## config.mk

```make
export PLATFORM = sky130hd
export DESIGN_NAME = conv_frame_sequencer
export DESIGN_NICKNAME = d
export VERILOG_FILES = /design/src/rtl/conv_frame_sequencer.sv
export SDC_FILE = /design/constraint.sdc
export NUM_CORES = 1
export LEC_CHECK = 0
export BUFFER_PORTS_ARGS = -buffer_cell sky130_fd_sc_hd__buf_4
export CAP_MARGIN = 10
export CORE_MARGIN = 5
export CORE_UTILIZATION = 34
export CTS_CLUSTER_SIZE = 12
export DETAILED_ROUTE_END_ITERATION = 10
export SYNTH_ARGS = -nofsm -noshare
export SYNTH_HDL_FRONTEND = slang
export SYNTH_SLANG_ARGS = --single-unit
```

## constraint.sdc

```tcl
create_clock -name m00_axis_aclk -period 5.55 [get_ports m00_axis_aclk]
set_input_delay 1.11 -clock m00_axis_aclk [delete_from_list [all_inputs] [get_ports m00_axis_aclk]]
set_output_delay 1.11 -clock m00_axis_aclk [all_outputs]
set_load 0.05 [all_outputs]
```

## src/rtl/conv_frame_sequencer.sv

```systemverilog
// conv_frame_sequencer
//   Reads a 3-row band at a time from an 8-bit pixel memory. Within each band
//   the pixels go out column by column, three rows per column, as an
//   AXI4-Stream to a convolution core. The frame is wrapped in markers:
//   123 before the first pixel, then 124 and 79 after the last pixel.
//
// Ports
//   m00_axis_aclk    sole clock
//   m00_axis_areset  synchronous active-high reset
//   start            one-cycle pulse, honoured only when idle
//   busy / done      frame in progress / one-cycle completion pulse
//   mem_en, mem_addr pixel read request (row*IMG_W+col), data one cycle later
//   mem_rdata        returned pixel
//   m00_axis_*       output stream (tdata zero-extended, tlast ends a band)
//   stall_cycles     only with CONV_SEQ_STATS_EN: saturating count of
//                    tvalid&~tready cycles while busy
//
// Optional build macro: CONV_SEQ_STATS_EN
//
// state  | meaning
// IDLE   | waiting for start
// SOF    | marker 123 at the head of the output queue
// STREAM | pixel beats of all bands
// EOF1   | waiting for acceptance of marker 124
// EOF2   | waiting for acceptance of marker 79
// DONE   | done pulse, back to IDLE next cycle
module conv_frame_sequencer #(
  parameter int IMG_W              = 64,
  parameter int IMG_H              = 64,
  parameter int ADDR_WIDTH         = 12,
  parameter int C_AXIS_TDATA_WIDTH = 32
) (
  input  logic                          m00_axis_aclk,
  input  logic                          m00_axis_areset,
  input  logic                          start,
  output logic                          busy,
  output logic                          done,
  output logic                          mem_en,
  output logic [ADDR_WIDTH-1:0]         mem_addr,
  input  logic [7:0]                    mem_rdata,
  output logic [C_AXIS_TDATA_WIDTH-1:0] m00_axis_tdata,
  output logic                          m00_axis_tvalid,
  input  logic                          m00_axis_tready,
  output logic                          m00_axis_tlast
`ifdef CONV_SEQ_STATS_EN
  ,
  output logic [15:0]                   stall_cycles
`endif
);

  typedef enum logic [2:0] {
    S_IDLE, S_SOF, S_STREAM, S_EOF1, S_EOF2, S_DONE
  } state_t;

  typedef struct packed {
    logic       last;
    logic [7:0] data;
  } entry_t;

  localparam int COL_W  = $clog2(IMG_W);
  localparam int BAND_W = $clog2(IMG_H);
  localparam logic [ADDR_WIDTH-1:0] ROW_STEP  = ADDR_WIDTH'(IMG_W);
  localparam logic [ADDR_WIDTH-1:0] ROW_STEP2 = ADDR_WIDTH'(2 * IMG_W);
  localparam logic [COL_W-1:0]      COL_LAST  = COL_W'(IMG_W - 1);
  localparam logic [BAND_W-1:0]     BAND_LAST = BAND_W'(IMG_H - 3);

  state_t state, state_n;

  // Output register plus 2-entry skid buffer as one 3-deep queue; q[0] drives the stream.
  entry_t q [3];
  entry_t q_n [3];
  logic [1:0] cnt, cnt_n;

  logic pop, push, rd_go, room, mark1, mark2, accept_start, start_ok;
  entry_t push_entry;

  logic inflight, inflight_last;
  logic reads_done, eof1_pushed, eof2_pushed;
  logic [ADDR_WIDTH-1:0] row_base, off_ofs;
  logic [COL_W-1:0]      col;
  logic [1:0]            off;
  logic [BAND_W-1:0]     band_rd, band_out;
  logic                  read_last;

  assign start_ok  = start && !m00_axis_areset;
  assign pop       = (cnt != 2'd0) && m00_axis_tready;
  // A read is safe when the queue can still hold it after any pending return and this cycle's pop.
  assign room      = ({1'b0, cnt} + {2'b0, inflight}) < (3'd3 + {2'b0, pop});
  assign read_last = (off == 2'd2) && (col == COL_LAST);

  always_comb begin
    case (off)
      2'd0:    off_ofs = '0;
      2'd1:    off_ofs = ROW_STEP;
      default: off_ofs = ROW_STEP2;
    endcase
  end

  assign mem_addr = row_base + off_ofs + ADDR_WIDTH'(col);
  assign mem_en   = rd_go;

  always_comb begin
    state_n      = state;
    rd_go        = 1'b0;
    push         = 1'b0;
    push_entry   = '0;
    mark1        = 1'b0;
    mark2        = 1'b0;
    accept_start = 1'b0;

    // Markers 124/79 enter the queue only once every pixel read has returned.
    if (inflight) begin
      push       = 1'b1;
      push_entry = '{last: inflight_last, data: mem_rdata};
    end else if (state != S_IDLE && state != S_DONE && reads_done &&
                 (cnt != 2'd3 || pop)) begin
      if (!eof1_pushed) begin
        push       = 1'b1;
        push_entry = '{last: 1'b0, data: 8'd124};
        mark1      = 1'b1;
      end else if (!eof2_pushed) begin
        push       = 1'b1;
        push_entry = '{last: 1'b0, data: 8'd79};
        mark2      = 1'b1;
      end
    end

    case (state)
      S_IDLE: if (start_ok) begin
        state_n      = S_SOF;
        accept_start = 1'b1;
        rd_go        = 1'b1;  // prefetch pixel 0 alongside the marker
        push         = 1'b1;
        push_entry   = '{last: 1'b0, data: 8'd123};
      end
      S_SOF: begin
        rd_go = !reads_done && room;
        if (pop) state_n = S_STREAM;
      end
      S_STREAM: begin
        rd_go = !reads_done && room;
        if (pop && q[0].last && band_out == BAND_LAST) state_n = S_EOF1;
      end
      S_EOF1:  if (pop) state_n = S_EOF2;
      S_EOF2:  if (pop) state_n = S_DONE;
      S_DONE:  state_n = S_IDLE;
      default: state_n = S_IDLE;
    endcase
  end

  always_comb begin
    q_n   = q;
    cnt_n = cnt;
    if (pop) begin
      q_n[0] = q[1];
      q_n[1] = q[2];
      cnt_n  = cnt - 2'd1;
    end
    if (push) begin
      for (int i = 0; i < 3; i++) begin
        if (cnt_n == 2'(i)) q_n[i] = push_entry;
      end
      cnt_n = cnt_n + 2'd1;
    end
  end

  always_ff @(posedge m00_axis_aclk) begin
    if (m00_axis_areset) begin
      state         <= S_IDLE;
      cnt           <= '0;
      for (int i = 0; i < 3; i++) q[i] <= '0;
      inflight      <= 1'b0;
      inflight_last <= 1'b0;
      reads_done    <= 1'b0;
      eof1_pushed   <= 1'b0;
      eof2_pushed   <= 1'b0;
      row_base      <= '0;
      col           <= '0;
      off           <= '0;
      band_rd       <= '0;
      band_out      <= '0;
    end else begin
      state         <= state_n;
      cnt           <= cnt_n;
      for (int i = 0; i < 3; i++) q[i] <= q_n[i];
      inflight      <= rd_go;
      inflight_last <= read_last;
      if (accept_start) begin
        reads_done  <= 1'b0;
        eof1_pushed <= 1'b0;
        eof2_pushed <= 1'b0;
        band_out    <= '0;
      end
      if (mark1) eof1_pushed <= 1'b1;
      if (mark2) eof2_pushed <= 1'b1;
      if (pop && q[0].last) band_out <= band_out + 1'b1;
      // Counters return to zero after the final read, so IDLE always starts at address 0.
      if (rd_go) begin
        if (off != 2'd2) begin
          off <= off + 2'd1;
        end else begin
          off <= '0;
          if (col != COL_LAST) begin
            col <= col + 1'b1;
          end else begin
            col <= '0;
            if (band_rd != BAND_LAST) begin
              band_rd  <= band_rd + 1'b1;
              row_base <= row_base + ROW_STEP;
            end else begin
              band_rd    <= '0;
              row_base   <= '0;
              reads_done <= 1'b1;
            end
          end
        end
      end
    end
  end

  assign busy            = (state != S_IDLE);
  assign done            = (state == S_DONE);
  assign m00_axis_tvalid = (cnt != 2'd0);
  assign m00_axis_tdata  = C_AXIS_TDATA_WIDTH'(q[0].data);
  assign m00_axis_tlast  = m00_axis_tvalid && q[0].last;

`ifdef CONV_SEQ_STATS_EN
  always_ff @(posedge m00_axis_aclk) begin
    if (m00_axis_areset) begin
      stall_cycles <= '0;
    end else if (accept_start) begin
      stall_cycles <= '0;
    end else if (busy && m00_axis_tvalid && !m00_axis_tready &&
                 stall_cycles != 16'hFFFF) begin
      stall_cycles <= stall_cycles + 16'd1;
    end
  end
`endif

endmodule
```

* After elaboration in Yosys (flattened, before gate mapping) *
Index checks and enable logic that the tools add are counted.

storage, ports and cells
  register bits after elaboration = 69
  output and inout bits = 49
  word-level logic and storage cells = 128

operators by class
  add/subtract/negate cells = 11
  magnitude comparators = 1
  equality and inequality tests = 21
  multiplexer cells = 49
  bitwise gates (word level) = 2
  reductions and logical operators = 26

operator list
  operator               count
  $mux 9                 6
  $mux 27                1
  $mux 6                 4
  $mux 1                 22
  $mux 7                 3
  $add 6x1->6 const B    3
  $mux 18                1
  $pmux 8 s2             1
  $mux 3                 5
  $pmux 3 s5             1
  $ne 2x2->1 const B     7
  $add 12x12->12         1
  $add 12x6->12          1
  $add 12x7->12 const B  1
  $eq 6x6->1 const B     2
  $mux 12                1
  $ne 6x6->1 const B     2
  $logic_and 1x1->1      10
  $reduce_bool 2->1      4
  $eq 3x2->1 const B     2
  $eq 3x3->1 const B     2
  $mux 2                 3
  $reduce_and 5->1       1
  $add 2x1->2 const B    2
  other kinds (18)       24

* Depth between registers and ports, before layout *
  word-level depth = 10
  gate-level depth with buffers = 11
  depth with buffers taken out = 9

* Least setup slack after synthesis *
OpenSTA, ideal clock, no wires.

  path kind = input to output
  from = in start
  to = out mem_en
  data arrival time = 2291 ps
  data required time = 4440 ps
  path slack = 2149 ps
  cell stages on the path = 5
  path through = or4b_4 > nor2_4 > buf_4 > nor2_1 > inv_1

on the way
  word-level cells in the longest chain between the ends = 3

ends and longest elaborated chain
  item               line  source
  start, declared    35    input logic start,
  $logic_and 1x1->1  85    assign start_ok = start && !m00_axis_areset;
  $mux 1             129   S_IDLE: if (start_ok) begin
  $pmux 1 s2         128   case (state)
  end, declared      38    output logic mem_en,

Every way passes these cells.

* Worst setup path in the final report *
  from = in m00_axis_tready
  to = out mem_en

on the way
  word-level cells in the longest chain between the ends = 5

ends and longest elaborated chain
  item               line      source
  start, declared    43        input logic m00_axis_tready,
  $logic_and 1x1->1  86        assign pop = (cnt != 2'd0) && m00_axis_tready;
  $add 2x1->3        88        assign room = ({1'b0, cnt} + {2'b0, inflight}) < (3'd3 + {2'b0, pop});
  $lt 3x3->1         88
  $logic_and 1x1->1  137, 141
  $pmux 1 s2         128

Every way passes these cells.

==> flow_summary.ini <==
[run_status]
outcome = finished, final reports clean

[drt]
dr_total_vias = 3022
drt_pass1_iterations = 4
routed_wl_microns = 8060
wl_per_cell_microns = 14.0
drtIter0Drc = 111
vias_per_cell = 5.24
drc = 0
ant_nets = 0

[setup_path]
reg2reg_slack_ps = 2420
cp_slowest_cell = o2111a_1
cp-start-kind = primary input
r2r-start = cnt[0]
rr_endpoint = q[1]
cpMostUsedCell = buf_4
cp-end-kind = primary output
r2r_cells = 7
cp_max_fo = 17
worst-path-buf-inv = 4
path_delay_family = buffers and inverters
crit_chain = buf_4 > nor2b_1 > buf_4 > o2111a_1 > nor2_1 > inv_1 > buf_4
cp.arrival_ps = 2500
worstPathRequired_ps = 4440
crit_type = in2out
max_stage_delay_ps = 360

[cells_and_area]
finalNetCount = 464
multi_input_area_sq_mm = 0.00201
drive_above_1_share_pct = 13.8
nFillCells = 1062
areaGrowthSynthToFinish_pct = 9.11
regArea_sq_mm = 0.00126
diodes = 0

[pwr]
power.density_mw_per_mm2 = 377
p_switching_uw = 604
power_leakage_nw = 1.59
swShare_pct = 40.4
total_power_mw = 1.50
pwr-share-comb_pct = 36.6
power_frac_clock_pct = 26.6
internal-power_uw = 892
vdd_drop_max_mv = 0.255
seqPwrFrac_pct = 36.9

[yosys]
yosysWarningCount = 0
synth_ff_type = dfxtp_1
avgSynthCellArea_sq_um = 8.47
ys_types = 55
async_flop_share_pct = 0
synth_edf_count = 0
synthesis.area_sq_mm = 0.00364
ys_ff_latch = 63
synthCells = 430
ys_seq_area_share_pct = 34.6

[floorplanning]
fp.coreArea_sq_mm = 0.0104
ios = 61
die_area_sq_mm = 0.0129
fp-row-count = 37
die_h_microns = 113
die_w_microns = 113
initial_core_util_pct = 35.1

[timing]
hold_violations = 0
setup_viol_count_final = 0
finClkSkew_ps = 7.33
slew_violations = 0
final.setup.worst_slack_ps = 1940
fin_crit_ps = 3610
worst_pin_slew_ps = 929
period_share_pct = 65.1
rsz0062_at_grt = false
setup_tns_ps = 0
max_freq_mhz = 277
maxSlewHeadroom_pct = 38.1

[hold_path]
hp-start = band_out[5]
hold_class = reg2reg
whs_path_depth = 1
whs_endpoint = band_out[5]

[job]
cap_violations = 0

[place]
dpl_worst_slack_ps = 1980
place_hpwl_microns = 5460
io_buffers = 36
gp_congestion = 0.786

[clock_tree]
cts_tree = done
clock_latency_ps = 340
clkTransAtPathRegs_ps = 70
post_cts_buffers = 0
cts_buffers = 9
cts_hold_buffers = 0
cts_sinks = 63
cts.path.max_buffers = 2
cts_resized = 0
clockRootBuffer = clkbuf_8
h-tree-depth = 3

[global_route]
grt_usage_pct = 12.6
first_global_vias = 2762
antenna_found_initial = 0
grt_max_degree = 67
grt_overflow = 0
grt_pass1_wl_microns = 13400
cell families (layout without fill, tap and decap cells):
group / Yosys count / count (layout) / share of synthesized area, %
and+or+nand+nor: 129 / 129 / 18.8
AOI/OAI and AO/OA: 114 / 114 / 21.5
buffers and inverters: 80 / 67 / 12.5
DFF: 63 / 63 / 34.6
adders and majority gates: 16 / 16 / 5.50
xor gates and xnor gates: 16 / 16 / 3.85
muxes: 11 / 11 / 3.02
other: 1 / 25 / 0.103
layout by cell type, fill, tap and decap left out, types with 2 or more instances in the layout:
cell       Yosys  final
o211ai_1       3      3
o31ai_1        4      4
a221oi_1      15     15
or3_1          8      8
nand4_1        9      9
a211oi_1       9      9
nor3_1         4      4
nand3_1       11     11
nand4b_1       2      2
a22oi_1        3      3
buf_4         36     37
a31oi_1        4      4
nor2b_1        6      6
nand2b_1       3      3
a21oi_1       32     32
inv_1         14     14
and2_0         3      3
xor2_1         9      9
and3_1         7      7
conb_1         1     25
nand2_1       26     26
a311oi_1       8      8
o32ai_1        2      2
clkinv_4       0      3
nor2_1        26     26
o2111ai_1      3      3
and2_1        13     13
ha_1          16     16
clkinv_2       0      2
xnor2_1        7      7
clkbuf_8       0      9
nor3b_1        2      2
o21ai_0       17     17
mux2i_1       11     11
or4_1          4      4
dfxtp_1       63     63
o21a_1         2      2
metal layers:
layer	vias up	share of wire [%]	GRT usage [%]	routed length [microns]
li1	1514	-	-	-
met3	4	6.7	4.03	539
met5	-	0	0	0
met1	1427	46	17.1	3690
met2	77	47	19.3	3770
met4	0	0.67	3.13	54
how the worst max path moves through the flow:
stage,from,end,depth (start not counted)
4_1_cts,m00_axis_tready,mem_en,7
6_report,m00_axis_tready,mem_en,7
5_1_grt,inflight,mem_en,7
3_5_place_dp,m00_axis_tready,mem_en,7
2_1_floorplan,start,mem_en,5
3_3_place_gp,m00_axis_tready,mem_en,7
final cells by class:
type / count / share of cell area [%]
flip-flops and latches: 63 / 31.7
multi-input cells: 311 / 50.7
inverters: 14 / 1.32
well taps: 136 / 4.28
clock buffers: 9 / 3.12
clock inverters: 7 / 1.86
repair buffers: 37 / 6.99
cell usage after synthesis (8+ instances only):
cell type	count	area, sq um
nand3_1	11	55.1
a211oi_1	9	67.6
and2_1	13	81.3
nand4_1	9	56.3
o21ai_0	17	85.1
mux2i_1	11	110
dfxtp_1	63	1260
buf_4	36	270
inv_1	14	52.6
a311oi_1	8	70.1
nand2_1	26	97.6
a221oi_1	15	131
nor2_1	26	97.6
a21oi_1	32	160
clkbuf_1	23	86.3
or3_1	8	50.1
ha_1	16	200
xor2_1	9	78.8
registers in the layout, indices dropped and copies added (netlist names), 2 cells and up:
name / cells
q: 19
m00_axis_tdata: 8
band_out: 6
band_rd: 6
col: 6
row_base: 6
state: 3
cnt: 2
off: 2
through the flow:
stage / cells / utilization (%) / hold WS (ps) / instance area (sq um)
after floorplan: 454 / - / 427 / 3730
after global placement: 561 / 36.4 / 453 / 3770
after detailed placement: 561 / 36.4 / 449 / 3770
after CTS: 577 / 38.3 / 460 / 3970
after global routing: 577 / 38.3 / 487 / 3970
final: 577 / 38.3 / 458 / 3970
power groups by stage:
| stage | sequential [mW] | combinational, mW | clock [mW] |
|---|---|---|---|
| 2_1_floorplan | 0.542 | 0.485 | 0 |
| 3_5_place_dp | 0.562 | 0.551 | 0 |
| 6_report | 0.551 | 0.547 | 0.398 |
| 4_1_cts | 0.551 | 0.552 | 0.411 |
| 5_1_grt | 0.561 | 0.603 | 0.429 |
| 3_3_place_gp | 0.561 | 0.545 | 0 |
Power figures use the tool's default switching activity.
